==> src/rtl/trafficlight_pkg.sv <==
// Shared definitions for the traffic-light controller and its pedestrian front end.
// Counter widths are derived here so both blocks size their counters identically.
package trafficlight_pkg;

    typedef enum logic [1:0] {
        PR_IDLE    = 2'd0,
        PR_PENDING = 2'd1,
        PR_LOCKOUT = 2'd2
    } PedReqState;

    // Never returns 0, so a counter that only ever holds one value still gets a real bit.
    function automatic int unsigned cnt_width(input int unsigned n);
        return (n < 2) ? 1 : $clog2(n);
    endfunction

endpackage

==> src/rtl/debouncer.sv <==
// Two-flop synchronizer followed by a stability counter for a raw mechanical input.
// The output changes only after the synchronized input differs from it for DEB_CYCLES cycles.
module debouncer
    import trafficlight_pkg::*;
#(
    parameter int unsigned DEB_CYCLES = 1
) (
    input  logic clk,
    input  logic reset,
    input  logic din,
    output logic stable
);

    localparam int unsigned DW = cnt_width(DEB_CYCLES + 1);
    localparam logic [DW-1:0] DCNT_LAST = DW'(DEB_CYCLES - 1);

    logic          sync1_q, sync1_d;
    logic          sync2_q, sync2_d;
    logic          stable_q, stable_d;
    logic [DW-1:0] dcnt_q, dcnt_d;

    always_comb begin
        sync1_d  = din;
        sync2_d  = sync1_q;
        stable_d = stable_q;
        dcnt_d   = dcnt_q;
        // Any return to the current level restarts the stability count.
        if (sync2_q == stable_q) begin
            dcnt_d = '0;
        end else if (dcnt_q == DCNT_LAST) begin
            stable_d = sync2_q;
            dcnt_d   = '0;
        end else begin
            dcnt_d = dcnt_q + 1'b1;
        end
    end

    always_ff @(posedge clk or posedge reset) begin
        if (reset) begin
            sync1_q  <= 1'b1;
            sync2_q  <= 1'b1;
            stable_q <= 1'b1;
            dcnt_q   <= '0;
        end else begin
            sync1_q  <= sync1_d;
            sync2_q  <= sync2_d;
            stable_q <= stable_d;
            dcnt_q   <= dcnt_d;
        end
    end

    assign stable = stable_q;

endmodule

==> src/rtl/ped_request.sv <==
// Pedestrian request conditioner: debounced button press latches one request for the
// controller, and a post-service lockout keeps a stuck button from re-arming it at once.
//
//   state      | meaning
//   -----------+--------------------------------------------------------------
//   PR_IDLE    | no request; a debounced press edge latches one
//   PR_PENDING | request presented to the controller, waiting for served
//   PR_LOCKOUT | request served; button ignored for LOCK_CYCLES cycles
module ped_request
    import trafficlight_pkg::*;
#(
    parameter int unsigned FPGAFREQ      = 50_000_000,
    parameter int unsigned T_DEBOUNCE_MS = 20,
    parameter int unsigned T_LOCKOUT     = 5
) (
    input  logic clk,
    input  logic reset,
    input  logic b_npeaton,
    input  logic served,
    output logic req,
    output logic sol_light,
    output logic busy
);

    localparam int unsigned DEB_CYCLES  = FPGAFREQ * T_DEBOUNCE_MS / 1000;
    localparam int unsigned LOCK_CYCLES = T_LOCKOUT * FPGAFREQ;
    localparam int unsigned LW          = cnt_width(LOCK_CYCLES);
    localparam logic [LW-1:0] LCNT_LAST = LW'(LOCK_CYCLES - 1);

    logic          stable;
    logic          press;
    logic          stable_dly_q, stable_dly_d;
    PedReqState    state_q, state_d;
    logic [LW-1:0] lcnt_q, lcnt_d;
    logic          req_q, req_d;
    logic          busy_q, busy_d;

    debouncer #(
        .DEB_CYCLES(DEB_CYCLES)
    ) u_debouncer (
        .clk   (clk),
        .reset (reset),
        .din   (b_npeaton),
        .stable(stable)
    );

    // Button is active-low, so a press is the debounced 1 -> 0 edge.
    assign press = stable_dly_q & ~stable;

    always_comb begin
        stable_dly_d = stable;
        state_d      = state_q;
        lcnt_d       = lcnt_q;
        unique case (state_q)
            PR_IDLE: begin
                if (press) begin
                    state_d = PR_PENDING;
                end
            end
            PR_PENDING: begin
                if (served) begin
                    state_d = PR_LOCKOUT;
                    lcnt_d  = '0;
                end
            end
            PR_LOCKOUT: begin
                if (lcnt_q == LCNT_LAST) begin
                    state_d = PR_IDLE;
                end else begin
                    lcnt_d = lcnt_q + 1'b1;
                end
            end
            default: begin
                state_d = PR_IDLE;
                lcnt_d  = '0;
            end
        endcase
        // Outputs registered alongside the state so they never glitch.
        req_d  = (state_d == PR_PENDING);
        busy_d = (state_d == PR_LOCKOUT);
    end

    always_ff @(posedge clk or posedge reset) begin
        if (reset) begin
            stable_dly_q <= 1'b1;
            state_q      <= PR_IDLE;
            lcnt_q       <= '0;
            req_q        <= 1'b0;
            busy_q       <= 1'b0;
        end else begin
            stable_dly_q <= stable_dly_d;
            state_q      <= state_d;
            lcnt_q       <= lcnt_d;
            req_q        <= req_d;
            busy_q       <= busy_d;
        end
    end

    assign req       = req_q;
    assign sol_light = req_q;
    assign busy      = busy_q;

endmodule
==> config.mk <==
export PLATFORM = sky130hd
export DESIGN_NAME = ped_request
export DESIGN_NICKNAME = d
export VERILOG_FILES = /design/src/rtl/trafficlight_pkg.sv /design/src/rtl/debouncer.sv /design/src/rtl/ped_request.sv
export SDC_FILE = /design/constraint.sdc
export NUM_CORES = 1
export LEC_CHECK = 0
export ABC_CLOCK_PERIOD_IN_PS = 2200
export CAP_MARGIN = 15
export CORE_MARGIN = 3
export CORE_UTILIZATION = 35
export CTS_CLUSTER_SIZE = 8
export DETAILED_ROUTE_END_ITERATION = 12
export PLACE_DENSITY_LB_ADDON = 0.05
export REMOVE_ABC_BUFFERS = 1
export SLEW_MARGIN = 20
export SYNTH_ARGS = -nofsm -noshare
export SYNTH_HDL_FRONTEND = slang
export SYNTH_SLANG_ARGS = --single-unit
==> constraint.sdc <==
create_clock -name clk -period 2.2 [get_ports clk]
set_clock_uncertainty 0.1 [all_clocks]
set_input_delay 0.44 -clock clk [delete_from_list [all_inputs] [get_ports clk]]
set_output_delay 0.44 -clock clk [all_outputs]
set_load 0.01 [all_outputs]
==> run summary, run 1 <==
In this run the vertical extent of the chip is 96.48 um. For this design, the CTS-stage hold fixing added 0 buffers. The cell count after synthesis came out at 300. Summed over its instances, the top area cell type makes up 45.41% of the synthesized netlist area.

The worst path meets setup with 0.2009 ns of slack. Sequential cells were found to cover 49.08% of the synthesized design area. Clock-pin slew was measured on the worst setup and hold paths at 0.10 ns.

The tools report the post-route antenna net violation count as 0. The share of flip-flops with an asynchronous set or reset after synthesis is 100.0%. Clock tree synthesis selected as its root buffer the cell clkbuf_8.

The setup path with the least slack is of type flip-flop to flip-flop. The relative area change from synthesis to final layout was 13.54%. The number of antenna violations at the first check in global routing was 0. The fill cell instance count of the final layout is 802, and the chip width is 96.48 um. The worst relative slew slack came out at 67.93%. The synthesized design contains 56 register bits. The area of combinational cells with multiple inputs is 0.001385 sq mm. The logs give 0 for the global-route congestion overflow total and 5 for the CTS buffer count. Of all cell types, the one taking the most synthesized area is dfrtp_1. The logs give 4 for the number of optimization iterations in the first detailed-route pass and 321 for the final net count. TritonCTS built the clock tree. The unique cell type count in the Yosys netlist was 39; the clock latency reported for the late side of the worst-skew pair was 0.32 ns. After detailed placement, the total cell area comes to 0.003126 sq mm.

Port buffering added 6 buffers. The most common flop cell mapped by yosys is dfrtp_1. The finished layout holds 418 standard cells, fillers aside. For this run, design rule violations remaining after detail routing come to 0.

The total via count in the routed design was 2161. The worst setup path is launched from a flip-flop. The logs give 0 for the number of pins with negative max-slew slack in the final report and 410 for the number of placed instances with taps included. The first global-routing pass estimated 10490 um of wire.

The longest clock path from root to sink contains 2 buffers. In this run the power density over the cells is 670.1 mW/mm^2. The tools report the starting utilization of the core area as 36.51%. The total number of H-tree levels was 2; the post-detailed-route wirelength per cell was 14.52 um. The worst path in the final design needs a cycle of 1.999 ns, including I/O delays and setup.

Each instance of the synthesized netlist takes up on average 9.551 sq um. The largest net degree at the start of global routing is 27. Counting flops with a built-in enable in the synthesized netlist gives 0. Setup violations remaining at the end of the flow were counted as 0. The logs give 32 for the number of standard-cell rows in the floorplan and 0.4465 mV for the maximum ir drop on the vdd rail.

The most common cell in the synthesized netlist is nor2_1. The class of the tightest hold or removal check is flip-flop to flip-flop. In the finished design, the share of the clock period the worst path needs comes to 90.87%. The congestion estimate from routability-driven global placement came to 0.8014. The sort of element at the end of the critical path is a flip-flop.

The final hold violation count came out at 0. The flow ran to the end, and the final reports show no timing, DRC or antenna violations. Global routing used 14.59% of the available tracks across all layers.

The number of max-cap violations is 0. The logs give 2.29 ns for the required time of the critical path and 0.001406 sq mm for the sequential cell area in the final layout. Wires add up to 6069 um. Data on the critical path arrives at its endpoint at 2.09 ns.

The run gives 1.334 nW as the standby leakage power. By count the netlist is led by 56 x nor2_1, 52 x dfrtp_1, 25 x xnor2_1, 23 x nand2_1, 19 x nand3_1. For this run, the top clock speed supported by timing is 0.5002 GHz.

The placeable core region came out at 0.007848 sq mm. The slew at the pin closest to its max-slew limit was 0.4793 ns; the ratio of cells with drive above 1 in the final layout was 12.34%. For the post-synthesis instance area, the log shows 0.002865 sq mm. For this design the top-level I/O count stands at 7. By area the synthesized netlist is led by dfrtp_1 45%, xnor2_1 7.6%, nor2_1 7.3%. The number of warning messages in the yosys log is 0. The die covers 0.009308 sq mm. OpenSTA, run right after detailed placement, puts the worst setup slack at 0.2141 ns.

TritonCTS sink count: 56. Setup repair after global routing left no endpoint under its margin. For the total half-perimeter wirelength after legalization and detailed placement, the log shows 4292 um.

The violation count after the first detailed-route iteration is 90, and the maximum fanout along the worst path is 7. The number of global-route vias before repair was 2035. The post-layout instance area is 0.003253 sq mm. The number of antenna repair diodes is 0. After routing, the total negative slack on setup checks comes to 0 ns. After detailed routing, the number of vias per cell comes to 5.170.
## cells by family (layout without fill, tap and decap cells)
kind of cell / after synthesis / in the layout / share of synthesized area [%]
compound gates: 19 / 19 / 4.455
simple gates: 164 / 164 / 30.17
flops: 56 / 56 / 49.08
mux: 1 / 1 / 0.3930
buf+inv: 18 / 34 / 2.795
xor+xnor: 40 / 40 / 12.23
fa+ha+maj: 2 / 2 / 0.8732
## worst paths after layout
| path | start | to | slack (ns) | cells past startpoint |
|---|---|---|---|---|
| min in group asynchronous | reset | u_debouncer.dcnt_q[4] | 0.32 | 2 |
| max in group asynchronous | reset | lcnt_q[23] | 1.14 | 3 |
| min | u_debouncer.sync1_q | u_debouncer.sync2_q | 0.26 | 0 |
| max | lcnt_q[8] | lcnt_q[27] | 0.20 | 4 |
| max reg2reg | lcnt_q[8] | lcnt_q[27] | 0.20 | 4 |
| min reg2reg | u_debouncer.sync1_q | u_debouncer.sync2_q | 0.26 | 0 |
## where the power goes
part	total [mW]	switching, mW	internal, mW
sequential	1.20	0.0906	1.11
combinational	0.255	0.128	0.127
clock	0.720	0.348	0.373
total	2.18	0.566	1.61
## critical path, stage by stage, from the launching register on
cell     delay (ns)
dfrtp_1        0.48
nand4_1        0.18
or4_4          0.62
nor4_1         0.34
o21ai_0        0.15
## layout by cell type (no fill, tap or decap), types with 10 or more instances in the layout
cell type,count
and3_1,10
buf_4,12
dfrtp_1,52
nand2_1,23
nand3_1,19
nand4_1,14
nor2_1,56
nor3_1,11
xnor2_1,25
xor2_1,15
## state kept, by name, summed over array words and instances (netlist names)
register / flops
u_debouncer.dcnt_q: 20
busy: 1
u_debouncer.sync2_q: 1
state_q: 2
u_debouncer.sync1_q: 1
stable_dly_q: 1
lcnt_q: 28
u_debouncer.stable: 1
req: 1
## stage by stage
step	hold slack, ns	power, mW	utilization [%]
final	0.2616	2.180	41.45
after global routing	0.2707	2.316	41.45
after CTS	0.2647	2.221	41.37
after detailed placement	0.2490	1.481	39.83
after global placement	0.2457	1.482	39.83
after floorplan	0.2452	1.384	-
## cell type report
type / instances / share of cell area [%]
Sequential cell: 56 / 43.23
Multi-Input combinational cell: 226 / 42.58
Timing Repair Buffer: 20 / 5.846
Tap cell: 102 / 3.923
Clock buffer: 6 / 2.538
Clock inverter: 2 / 1.192
Inverter: 6 / 0.6923
## metal layers
layer  vias to the layer above  wire length [um]  track usage (%)
li1                       1074                 -                -
met1                      1053              3245            22.78
met2                        27              2536            19.83
met3                         7               216            3.486
met4                         0                72            3.855
met5                         -                 0                0
## repair_timing
item                                    CTS  global route
endpoints found under the setup margin    0             2
buffers inserted                          0             0
gates resized for setup                   0             1
(Power assumes the default switching activity.)
==> inputs of run 2 (changes only) <==
SETUP_SLACK_MARGIN = 0.4   (was default)
==> run 2 against run 1 <==
  * Critical path depth increased by 1
  * Flip-flop and latch count unchanged
  * Wire length increased by 7.6%
  * First-iteration DRC count increased by 1.1%
  * Design area increased by 11%
  * Sequential power about the same
  * Global-route usage increased by 0.54 points
  * Hold slack about the same
  * Total power increased by 4.5%
  * Combinational power increased by 36%
  * Register-to-register slack improved by 0.21 ns
  * Critical endpoint is now lcnt_q[1]
  * Largest power group unchanged
==> run summary, run 2 (synthesized netlist as in run 1, its figures left out) <==
For the placeable core region, the log shows 0.007848 sq mm. The tools report the number of pins with negative max-slew slack in the final report as 0. The register containing the most flip-flops in the final layout was lcnt_q.

The slowest stage of the critical path is the dfrtp_2 cell. The TritonCTS sink count came out at 56. The H-tree was split into 2 levels. The floorplan die height was 96.48 um; the starting utilization of the core area was 36.51%.

The post-detailed-route wirelength per cell was 14.77 um. The chip width was 96.48 um. Setup repair after global routing could not meet its margin everywhere. The tools report the final hold violation count as 0.

The category of the most critical setup path was flip-flop to flip-flop. For the number of placed instances with taps included, the log shows 410. Summing all non-filler instances in the final layout gives an area of 0.003598 sq mm. In this run the worst path has a maximum fanout of 5. STA classifies the critical path startpoint as a flip-flop.

In this run, the number of DRC markers left after iteration 0 of detailed routing was 91. The flow ran to the end, and the final reports show no timing, DRC or antenna violations. The run gives 1.575 nW as the standby leakage power. Number of antenna repair diodes: 0. The run gives 2 as the maximum count of clock buffers along a single path. The clock edge transition at the registers on the reported setup and hold paths was 0.10 ns. The portion of the clock cycle consumed by the worst path in the final layout is 81.49%, and the data arrival at the endpoint of the critical path is 1.91 ns. At the pin with the least slew margin, the transition time is 0.4198 ns. Leaving out fill and tap cells, the most frequent cells in the layout are 55 x nor2_1, 41 x dfrtp_1, 35 x buf_4. The post-placement setup slack was 0.2141 ns; the met3 usage was 3.486%. Across the run, the number of max-cap violations was 0. For this run, design rule violations remaining after detail routing come to 0.

On the final layout, the worst hold slack is 0.2617 ns. The total half-perimeter wirelength after legalization and detailed placement is 4292 um, and the largest stage delay on the critical path is 0.47 ns. The post-route netlist has 27.06% of its cells at a drive strength greater than 1.

CTS placed an instance of clkbuf_8 at the clock tree root. The clock reaches the later pin of the worst-skew pair after 0.32 ns. At the end of the flow the core is filled with cells to 45.85%. The largest registers in the layout are lcnt_q: 28 flops, u_debouncer.dcnt_q: 20 flops, state_q: 2 flops.

Area enclosed by the die boundary: 0.009308 sq mm. The min-delay analysis places its worst path in the category flip-flop to flip-flop. Entering global routing, the biggest net connects 27 pins. The global placement routability congestion was 0.8014; the maximum ir drop on the vdd rail was 0.4581 mV. 7 I/O pins were placed. Fill cells in the final layout number 775.

The routed wire length was 6529 um; the number of cells in the finished layout apart from fillers was 442. Timing would allow up to 0.5578 GHz. The tools report the final total negative setup slack as 0 ns.

Leaving out fill and tap cells, the most frequent cell in the layout is nor2_1. In the routed layout, each cell is associated on average with a via count of 5.118. Met2 capacity usage during global routing: 21.15%. The worst setup path is captured at a flip-flop.

Once placement finished, the instance area stood at 0.003126 sq mm. The met1 capacity usage during global routing came out at 23.26%. The total routing resource utilization after global routing was 15.13%. In this run the power density over the cells is 633.0 mW/mm^2.

After layout, the design draws a total of 2.278 mW. For this run the aggregate overflow at the end of global routing stands at 0. After the last flow step, the layout net total stands at 345. From synthesis to final layout, the design area changed by 25.59%.

Walking the worst path, the cells encountered are nor4bb_1, and4_2, a21oi_4, buf_4, a32o_1. The smallest clock period supported by the final layout is computed as 1.793 ns. The number of flip-flops under the largest register name was 28; the wire length of the first global-routing pass was 10890 um. The worst relative slew slack was 71.97%; the minimum setup slack among reg-to-reg paths was 0.41 ns. The number of I/O port buffers is 6, and the worst path setup slack after routing is 0.4073 ns. In this run the remaining antenna-violating nets after routing total 0.

For this block, the via count after detailed routing is 2262. The final-report setup violation count is 0. For the number of antenna violations at the first check in global routing, the log shows 0. The total of hold buffers inserted after clock tree synthesis was 0; the number of standard-cell rows in the floorplan was 32. For the CTS buffer count, the log shows 5. Before antenna repair, the detailed router went through 4 iterations.

The tools report the number of global-route vias before repair as 2134. The most congested layer reported by global routing was met1. The required time of the critical path was 2.32 ns. TritonCTS built the clock tree.
run 2: path summary, 6_finish.rpt:
path / start / to / cells past startpoint
setup / recovery: lcnt_q[16] / lcnt_q[1] / 5
hold / removal: u_debouncer.sync1_q / u_debouncer.sync2_q / 0
setup reg to reg: lcnt_q[16] / lcnt_q[1] / 5
hold reg to reg: u_debouncer.sync1_q / u_debouncer.sync2_q / 0
max in group asynchronous: reset / lcnt_q[18] / 3
min in group asynchronous: reset / u_debouncer.dcnt_q[4] / 2
run 2: where the power goes:
part	leakage [nW]	internal (mW)	total, mW	switching, mW
Combinational	0.789	0.189	0.347	0.157
Clock	0.0614	0.373	0.725	0.353
Sequential	0.725	1.12	1.21	0.0899
run 2: routing by layer:
metal / part of all wire (%) / routed length, um / vias to the layer above
li1: - / - / 1124
met1: 52 / 3370 / 1092
met2: 44 / 2852 / 37
met3: 3.5 / 231 / 9
met4: 1.1 / 74 / 0
met5: 0 / 0 / -
run 2: worst max-delay path: cells and delay by family, from the launching register on:
family,cells,cell delay (ns)
AND/OR/NAND/NOR,2,0.64
flip-flops,1,0.47
AO/OA/AOI/OAI,2,0.33
buffers and inverters,1,0.16
run 2: what timing repair did:
action,CTS,global route
buffers inserted,11,12
endpoints found under the setup margin,36,40
cloned,1,0
pin swaps,5,8
resized for setup,12,33
run 2: area by class of cell:
class | instances | area [sq um] | share of cell area [%]
multi-input combinational | 227 | 1539 | 42.77
sequential | 56 | 1420 | 39.46
timing repair buffer | 43 | 367.9 | 10.22
tap | 102 | 127.6 | 3.547
clock buffer | 6 | 82.58 | 2.295
clock inverter | 2 | 38.79 | 1.078
inverter | 6 | 22.52 | 0.6259
